**config.mk**
```make
export PLATFORM = sky130hd
export DESIGN_NAME = deser_queue
export DESIGN_NICKNAME = d
export VERILOG_FILES = /design/src/rtl/deser_queue_pkg.sv /design/src/rtl/deser_queue_bit_collector.sv /design/src/rtl/deser_queue.sv
export SDC_FILE = /design/constraint.sdc
export NUM_CORES = 1
export LEC_CHECK = 0
export CORE_MARGIN = 2
export CORE_UTILIZATION = 45
export CTS_CLUSTER_SIZE = 20
export DETAILED_ROUTE_END_ITERATION = 10
export DONT_BUFFER_PORTS = 1
export GPL_ROUTABILITY_DRIVEN = 0
export HOLD_SLACK_MARGIN = 0.03
export SYNTH_ARGS = -nofsm -noshare
export SYNTH_HDL_FRONTEND = slang
export SYNTH_SLANG_ARGS = --single-unit
```
**constraint.sdc**
```tcl
create_clock -name clock1M -period 5.6 [get_ports clock1M]
set_clock_uncertainty 0.1 [all_clocks]
set_input_delay 0.56 -clock clock1M [delete_from_list [all_inputs] [get_ports clock1M]]
set_output_delay 0.56 -clock clock1M [all_outputs]
set_load 0.01 [all_outputs]
```
**src/rtl/deser_queue_pkg.sv**
```systemverilog
// Shared types and helpers for the deser_queue serial-input word queue.
package deser_queue_pkg;

  typedef enum logic {
    COLLECT = 1'b0,
    PUSH    = 1'b1
  } coll_state_e;

  // Bit-order and full-queue policy encodings for MSB_FIRST / OVERWRITE.
  localparam int BIT_ORDER_MSB    = 1;
  localparam int POLICY_OVERWRITE = 1;

  // Occupancy counter width: must represent 0..depth inclusive.
  function automatic int cnt_w(input int depth);
    return $clog2(depth) + 1;
  endfunction

  // Read/write pointer width; pointers wrap naturally since depth is a power of two.
  function automatic int ptr_w(input int depth);
    return $clog2(depth);
  endfunction

endpackage

```
**src/rtl/deser_queue_bit_collector.sv**
```systemverilog
// Bit collector: strobe edge detection, shift register, bit counter and
// COLLECT/PUSH FSM. Emits a one-cycle push strobe with the assembled word.
// Optional macro DESER_QUEUE_SYNC_EN adds a 2-flop synchroniser on every input.
//
// state   | meaning
// COLLECT | waiting for write edges, shifting bits into the word
// PUSH    | word complete, push strobe high for one cycle
module deser_queue_bit_collector
  import deser_queue_pkg::*;
#(
  parameter int DATA_W    = 8,
  parameter int MSB_FIRST = 1,
  parameter int BW        = $clog2(DATA_W)
) (
  input  logic              clk_i,
  input  logic              rst_ni,
  input  logic              data_i,
  input  logic              write_i,
  input  logic              dequeue_i,
  output logic [DATA_W-1:0] word_o,
  output logic              push_o,
  output logic [BW-1:0]     bit_cnt_o,
  output logic              deq_edge_o
);

  localparam logic [BW-1:0] LAST_BIT = BW'(DATA_W - 1);

  logic data_s, write_s, deq_s;

`ifdef DESER_QUEUE_SYNC_EN
  logic [1:0] data_sync_q, write_sync_q, deq_sync_q;

  // Two-flop synchronisers; data travels with the strobes so alignment holds.
  always_ff @(posedge clk_i or negedge rst_ni) begin
    if (!rst_ni) begin
      data_sync_q  <= '0;
      write_sync_q <= '0;
      deq_sync_q   <= '0;
    end else begin
      data_sync_q  <= {data_sync_q[0], data_i};
      write_sync_q <= {write_sync_q[0], write_i};
      deq_sync_q   <= {deq_sync_q[0], dequeue_i};
    end
  end

  assign data_s  = data_sync_q[1];
  assign write_s = write_sync_q[1];
  assign deq_s   = deq_sync_q[1];
`else
  assign data_s  = data_i;
  assign write_s = write_i;
  assign deq_s   = dequeue_i;
`endif

  logic              write_q, deq_q;
  logic              wr_edge;
  coll_state_e       state_q, state_d;
  logic [DATA_W-1:0] sr_q, sr_d, shifted;
  logic [BW-1:0]     cnt_q, cnt_d;

  assign wr_edge    = write_s & ~write_q;
  assign deq_edge_o = deq_s & ~deq_q;

  assign shifted = (MSB_FIRST == BIT_ORDER_MSB) ? {sr_q[DATA_W-2:0], data_s}
                                                : {data_s, sr_q[DATA_W-1:1]};

  // State, shift register, bit counter and strobe history registers.
  always_ff @(posedge clk_i or negedge rst_ni) begin
    if (!rst_ni) begin
      state_q <= COLLECT;
      sr_q    <= '0;
      cnt_q   <= '0;
      write_q <= 1'b0;
      deq_q   <= 1'b0;
    end else begin
      state_q <= state_d;
      sr_q    <= sr_d;
      cnt_q   <= cnt_d;
      write_q <= write_s;
      deq_q   <= deq_s;
    end
  end

  // Next state: a write edge always shifts, even in PUSH, so no bit is lost.
  always_comb begin
    state_d = state_q;
    sr_d    = sr_q;
    cnt_d   = cnt_q;
    case (state_q)
      COLLECT, PUSH: begin
        state_d = COLLECT;
        if (wr_edge) begin
          sr_d = shifted;
          if (cnt_q == LAST_BIT) begin
            cnt_d   = '0;
            state_d = PUSH;
          end else begin
            cnt_d = cnt_q + BW'(1);
          end
        end
      end
      default: state_d = COLLECT;
    endcase
  end

  assign word_o    = sr_q;
  assign push_o    = (state_q == PUSH);
  assign bit_cnt_o = cnt_q;

endmodule

```
**src/rtl/deser_queue.sv**
```systemverilog
// Serial-to-parallel receiver feeding a DEPTH-entry first-word-fall-through
// queue with full/empty/occupancy/overflow reporting.
// Optional macro DESER_QUEUE_SYNC_EN (handled in the collector) synchronises inputs.
module deser_queue
  import deser_queue_pkg::*;
#(
  parameter int DATA_W    = 8,
  parameter int DEPTH     = 8,
  parameter int MSB_FIRST = 1,
  parameter int OVERWRITE = 0
) (
  input  logic                       clock1M,
  input  logic                       reset,
  input  logic                       data_in,
  input  logic                       write_in,
  input  logic                       dequeue_in,
  output logic [DATA_W-1:0]          data_out,
  output logic                       status_out,
  output logic                       empty_out,
  output logic [$clog2(DEPTH):0]     count_out,
  output logic [$clog2(DATA_W)-1:0]  bit_cnt_out,
  output logic                       overflow_out
);

  localparam int PW = ptr_w(DEPTH);
  localparam int CW = cnt_w(DEPTH);

  logic [DATA_W-1:0] word;
  logic              push, deq_edge, pop, full, empty, wr_en;
  logic [PW-1:0]     wr_ptr_q, wr_ptr_d, rd_ptr_q, rd_ptr_d;
  logic [CW-1:0]     count_q, count_d;
  logic              ovf_q, ovf_d;
  logic [DATA_W-1:0] mem_q [DEPTH];

  deser_queue_bit_collector #(
    .DATA_W    (DATA_W),
    .MSB_FIRST (MSB_FIRST)
  ) u_bit_collector (
    .clk_i      (clock1M),
    .rst_ni     (reset),
    .data_i     (data_in),
    .write_i    (write_in),
    .dequeue_i  (dequeue_in),
    .word_o     (word),
    .push_o     (push),
    .bit_cnt_o  (bit_cnt_out),
    .deq_edge_o (deq_edge)
  );

  assign full  = (count_q == CW'(DEPTH));
  assign empty = (count_q == '0);
  assign pop   = deq_edge & ~empty;

  // Pointer/count/overflow update; a pop in the same cycle frees room for the push.
  always_comb begin
    wr_ptr_d = wr_ptr_q;
    rd_ptr_d = rd_ptr_q;
    count_d  = count_q;
    ovf_d    = ovf_q;
    wr_en    = 1'b0;
    if (push) begin
      if (pop) begin
        wr_en    = 1'b1;
        wr_ptr_d = wr_ptr_q + PW'(1);
        rd_ptr_d = rd_ptr_q + PW'(1);
      end else if (!full) begin
        wr_en    = 1'b1;
        wr_ptr_d = wr_ptr_q + PW'(1);
        count_d  = count_q + CW'(1);
      end else begin
        ovf_d = 1'b1;
        if (OVERWRITE == POLICY_OVERWRITE) begin
          // Full means wr_ptr == rd_ptr: overwrite the oldest and move head on.
          wr_en    = 1'b1;
          wr_ptr_d = wr_ptr_q + PW'(1);
          rd_ptr_d = rd_ptr_q + PW'(1);
        end
      end
    end else if (pop) begin
      rd_ptr_d = rd_ptr_q + PW'(1);
      count_d  = count_q - CW'(1);
    end
  end

  // Queue control registers.
  always_ff @(posedge clock1M or negedge reset) begin
    if (!reset) begin
      wr_ptr_q <= '0;
      rd_ptr_q <= '0;
      count_q  <= '0;
      ovf_q    <= 1'b0;
    end else begin
      wr_ptr_q <= wr_ptr_d;
      rd_ptr_q <= rd_ptr_d;
      count_q  <= count_d;
      ovf_q    <= ovf_d;
    end
  end

  // Storage needs no reset: data_out is forced to zero while empty.
  always_ff @(posedge clock1M) begin
    if (wr_en) mem_q[wr_ptr_q] <= word;
  end

  assign data_out     = empty ? '0 : mem_q[rd_ptr_q];
  assign status_out   = full;
  assign empty_out    = empty;
  assign count_out    = count_q;
  assign overflow_out = ovf_q;

endmodule
```
* Word-level counts from Yosys, hierarchy flattened
Memories as Yosys holds them, arrays and structs flattened.
Cells that the tools add are included.
** Word-level totals
- Memories :: 1
- Output and inout bits :: 18
- Memory bits (writable) :: 64
- Input bits :: 5
- Register bits :: 25
** Memories
- mem_q :: depth 8, width 8, read ports 1, clocked after Yosys merged registers in 0, write ports 1, line deser_queue.sv:33 : logic [DATA_W-1:0] mem_q [DEPTH];
** Operators by class
- Equal/unequal tests :: 4
- Muxes and demuxes :: 15
- Add/subtract/negate cells :: 5
- Bitwise operators :: 7
- Reduce and logical (&&, ||, !) cells :: 5
** Operator list (number)
- $mux W4 :: 4
- $add A3 B1 Y3 const B :: 3
- $mux W3 :: 3
- $mux W8 :: 1
- $mux W1 :: 7
- $reduce_and A3 Y1 :: 2
- $add A4 B1 Y4 const B :: 1
- $eq A4 B4 Y1 const B :: 1
- $logic_not A4 Y1 :: 1
- $not A1 Y1 :: 4
- $sub A4 B1 Y4 const B :: 1
- $and A1 B1 Y1 :: 3
- $eq A3 B3 Y1 const B :: 1
- $ne A2 B1 Y1 const B :: 1
- $ne A2 B2 Y1 const B :: 1
- $reduce_and A2 Y1 :: 1
- $reduce_bool A2 Y1 :: 1

* Longest topological paths before layout
- Depth after elaboration :: 7
- Mapped depth :: 7
- Depth with buffers taken out :: 6

* Cells and area by module
From an unflattened synthesis, not the netlist that was laid out.
** Second synthesis, totals
- Cells, all modules :: 195
- Area, all modules :: 3664.8 um^2
** By module, submodules not included
- deser_queue :: area an instance 3080.5 um^2, times used 1, cells each 163
- deser_queue_bit_collector :: area an instance 584.3 um^2, times used 1, cells each 32

* Worst setup path after synthesis
Ideal clock, no wire load.
- Path kind :: input -> register
- Start point :: input dequeue_in
- End point :: memory mem_q[0][0], enable pin
- Data arrival time :: 1938 ps
- Slack :: 3164 ps
- Setup time :: 398 ps
- Stages :: 4
- Path through :: nand2b_1 buf_2 and3_1 nor4b_1
** On the way
- Word-level cells in the longest chain between the ends :: 6
** Ends and longest elaborated chain
- start: declaration :: line deser_queue.sv:16 : input logic dequeue_in,
- $and A1 B1 Y1 :: line deser_queue_bit_collector.sv:62 : assign deq_edge_o = deq_s & ~deq_q;
- $and A1 B1 Y1 :: line deser_queue.sv:52 : assign pop = deq_edge & ~empty;
- $mux W1 :: line deser_queue.sv:62 : if (pop) begin
- $mux W1 :: line deser_queue.sv:61 : if (push) begin
- $mux W1 :: line deser_queue.sv:102 : if (wr_en) mem_q[wr_ptr_q] <= word;
- $mux W1 (not written as such) :: line deser_queue.sv:102
- end: declaration :: line deser_queue.sv:33
Every way passes these cells.

* Final worst setup path
- Start point :: register rd_ptr_q[0]
- End point :: output data_out[1]
** On the way
- Word-level cells in the longest chain between the ends :: 2
** Ends and longest elaborated chain
- start: declaration :: line deser_queue.sv:30 : logic [PW-1:0] wr_ptr_q, wr_ptr_d, rd_ptr_q, rd_ptr_d;
- start signal: assignment :: line deser_queue.sv:94 : rd_ptr_q <= rd_ptr_d;
- $mem_v2 Z8 W8
- $mux W8 :: line deser_queue.sv:105 : assign data_out = empty ? '0 : mem_q[rd_ptr_q];
- end: declaration :: line deser_queue.sv:17 : output logic [DATA_W-1:0] data_out,
Every way passes these cells.

==> results.sh <==
export IMPL_yosys_area_top_type="edfxtp_1"
export IMPL_core_mm2=0.00809
export IMPL_ctsLongestPathBuffers=2
export IMPL_hold_viol=0
export IMPL_grt_pass1_vias=1926
export IMPL_grt_usage_pct=16.4
export IMPL_cts_tree="yes"
export IMPL_cp_endpoint="data_out[1]"
export IMPL_numCtsBuffers=9
export IMPL_num_antenna_cells=0
export IMPL_fin_crit_ns=3.01
export IMPL_crit_buf_inv=0
export IMPL_start_util_pct=45.7
export IMPL_ys_types=40
export IMPL_setup_viol=0
export IMPL_seq_power_share_pct=54.8
export IMPL_syn_area_per_cell_um2=17.8
export IMPL_grt_max_degree=26
export IMPL_cp_arrival_ns=2.35
export IMPL_nets=230
export IMPL_rsz0062_at_grt="false"
export IMPL_tightestPinTransition_ns=1.07
export IMPL_synth_area_mm2=0.00369
export IMPL_slew_limit_headroom_pct=28.4
export IMPL_switching_share_pct=32.9
export IMPL_multi_input_area_mm2=0.00106
export IMPL_drive_gt1_share_pct=21.5
export IMPL_antenna_found_initial=0
export IMPL_startpoint="rd_ptr_q[0]"
export IMPL_num_io_pins=23
export IMPL_post_cts_repair_setup_buffers=0
export IMPL_postSynth_asyncResetShare_pct=28.1
export IMPL_cts_sinks=89
export IMPL_crit_cells=3
export IMPL_vdd_drop_max_v=0.000188
export IMPL_drc=0
export IMPL_fp_dieW_um=94.6
export IMPL_fin_crit_sh_pct=53.8
export IMPL_slew_violations=0
export IMPL_ys_ff_latch=89
export IMPL_viasPerCell=5.53
export IMPL_drt_iter0_drc=98
export IMPL_p_per_area_mw_per_mm2=472
export IMPL_status="finished clean"
export IMPL_rr_endpoint="mem_q[6][7]"
export IMPL_synth_most_common_cell="edfxtp_1"
export IMPL_maxUsedRoutingLayer="met4"
export IMPL_synthFlopType="edfxtp_1"
export IMPL_synth_cells=207
export IMPL_h_tree_depth=3
export IMPL_wl_met3_um=150
export IMPL_worstPathCellList="mux4_1 -> mux2i_1 -> nor2_1"
export IMPL_clkPwrFrac_pct=22.9
export IMPL_overflow=0
export IMPL_r2r_slack_ns=3.38
export IMPL_p_leak_uw=0.00146
export IMPL_synth_area_leaders="edfxtp_1 52%, dfrtp_1 17%, mux4_2 5.5%, mux4_1 5.0%, mux2_2 3.4%"
export IMPL_die_area_mm2=0.00895
export IMPL_hp_class="primary input to flop"
export IMPL_grt_pass1_wl_mm=10.5
export IMPL_cp_end_kind="output pin"
export IMPL_cp_slowest_stage_delay_ns=1.05
export IMPL_rows=33
export IMPL_whs_ns=0.125
export IMPL_clkLatencyLatePin_ns=0.35
export IMPL_drv_cap=0
export IMPL_synth_edf_count=64
export IMPL_die_h_um=94.6
export IMPL_dr_pass1_iters=4
export IMPL_start_kind="flop"
export IMPL_r2r_start="count_out[0]"
export IMPL_place_hpwl_mm=4.34
export IMPL_internal_power_uw=1280
export IMPL_yosys_warnings=0
export IMPL_nFillCells=698
export IMPL_reg2reg_depth=4
export IMPL_wl_met2_mm=3.44
export IMPL_yosysSeqAreaShare_pct=68.9
export IMPL_port_buffers=0
export IMPL_cp_top_family="flip-flops"
export IMPL_areaGrowthSynthToFinish_pct=9.35
export IMPL_clk_pin_slew_ns=0.09
export IMPL_p_comb_share_pct=22.2
export IMPL_p_switching_uw=627
export IMPL_wl_met1_mm=2.82
export IMPL_crit_type="flop to output pin"
export IMPL_postRouteAntennaNets=0
export IMPL_routed_wl_mm=6.51
export IMPL_cp_required_ns=4.94
export IMPL_synth_commonest_cells="64 x edfxtp_1, 25 x dfrtp_1, 13 x nor2_1"
export IMPL_root_buffer="clkbuf_8"
export IMPL_cpMaxStageDelayCell="dfrtp_1"
export IMPL_seq_area_mm2=0.00255
export IMPL_cp_max_fo=18
export IMPL_vias=1814
export IMPL_syn_num_nets=219
export IMPL_wl_per_cell_um=19.9
export IMPL_yosys_area_top_type_share_pct=52.0
export IMPL_fmax_mhz=332
export IMPL_fin_tns_setup_ns=0
[worst register-to-register path: stages, from the launching register on]
cell	delay, ns
dfrtp_1	0.57
nor3_2	0.15
nand3_1	0.15
nand2_1	0.13
nor2_1	0.74
[state kept, by name, summed over array words and instances (netlist names)]
name                       count
u_bit_collector.deq_q          1
rd_ptr_q                       3
overflow_out                   1
u_bit_collector.write_q        1
u_bit_collector.bit_cnt_o      3
u_bit_collector.word_o         8
u_bit_collector.push_o         1
mem_q                         64
count_out                      4
wr_ptr_q                       3
[per-layer routing]
layer  vias to the layer above  track usage [%]
li1                        825                -
met1                       952             20.9
met2                        28             28.2
met3                         9             2.55
met4                         0             6.88
met5                         -                0
[final cells by class]
class,instances,area share (%)
clock buffers,9,3.07
clock inverters,7,1.95
inverters,3,0.279
multi-input cells,106,26.4
flip-flops and latches,89,63.1
well taps,105,3.25
repair buffers,9,2.04
[power by group through the flow]
stage               Combinational, µW  Clock (µW)  Sequential [µW]
floorplan                         442           0              942
global placement                  399           0             1040
detailed placement                425           0             1060
CTS                               431         446             1040
global route                      473         473             1070
finish                            424         437             1040
[how the worst min path moves through the flow]
stage | startpoint | to | slack, ns | cells after the start
final | dequeue_in | u_bit_collector.deq_q | 0.12 | 0
after CTS | dequeue_in | u_bit_collector.deq_q | 0.12 | 0
after floorplan | reset | count_out[0] | 0.16 | 0
after global placement | reset | u_bit_collector.word_o[2] | 0.17 | 0
after detailed placement | reset | u_bit_collector.word_o[3] | 0.17 | 0
after global routing | dequeue_in | u_bit_collector.deq_q | 0.12 | 0
[through the flow]
stage	instances	power, µW	cell area (µm²)	worst slack (ns)	utilization (%)
after detailed placement	310	1490	3810	2.93	47.0
after CTS	328	1920	4040	2.54	49.9
after global placement	310	1440	3810	2.99	47.0
after floorplan	207	1380	3690	3.16	-
final	328	1910	4040	2.59	49.9
after global routing	328	2020	4040	2.42	49.9
[timing repair]
item | in CTS | in global routing
hold buffers | 2 | 0
gates resized for setup | 0 | 0
endpoints found under the hold margin | 25 | 0
[cell families after synthesis]
family | Yosys count | share of synthesized area (%)
buffers and inverters | 12 | 2.23
and+or+nand+nor | 47 | 6.81
adders and majority gates | 7 | 2.57
muxes | 37 | 16.6
xor gates and xnor gates | 6 | 1.42
AOI/OAI and AO/OA | 9 | 1.46
DFF | 89 | 68.9
[cells in the final DEF (no fill, tap or decap), drive strengths merged, types with 6 or more instances in the layout]
master / count
ha: 6
nor3: 6
nor2: 14
edfxtp: 64
mux4: 16
mux2i: 9
mux2: 12
nand2: 8
dfrtp: 25
buf: 8
clkbuf: 9
Power figures use the tool's default switching activity.
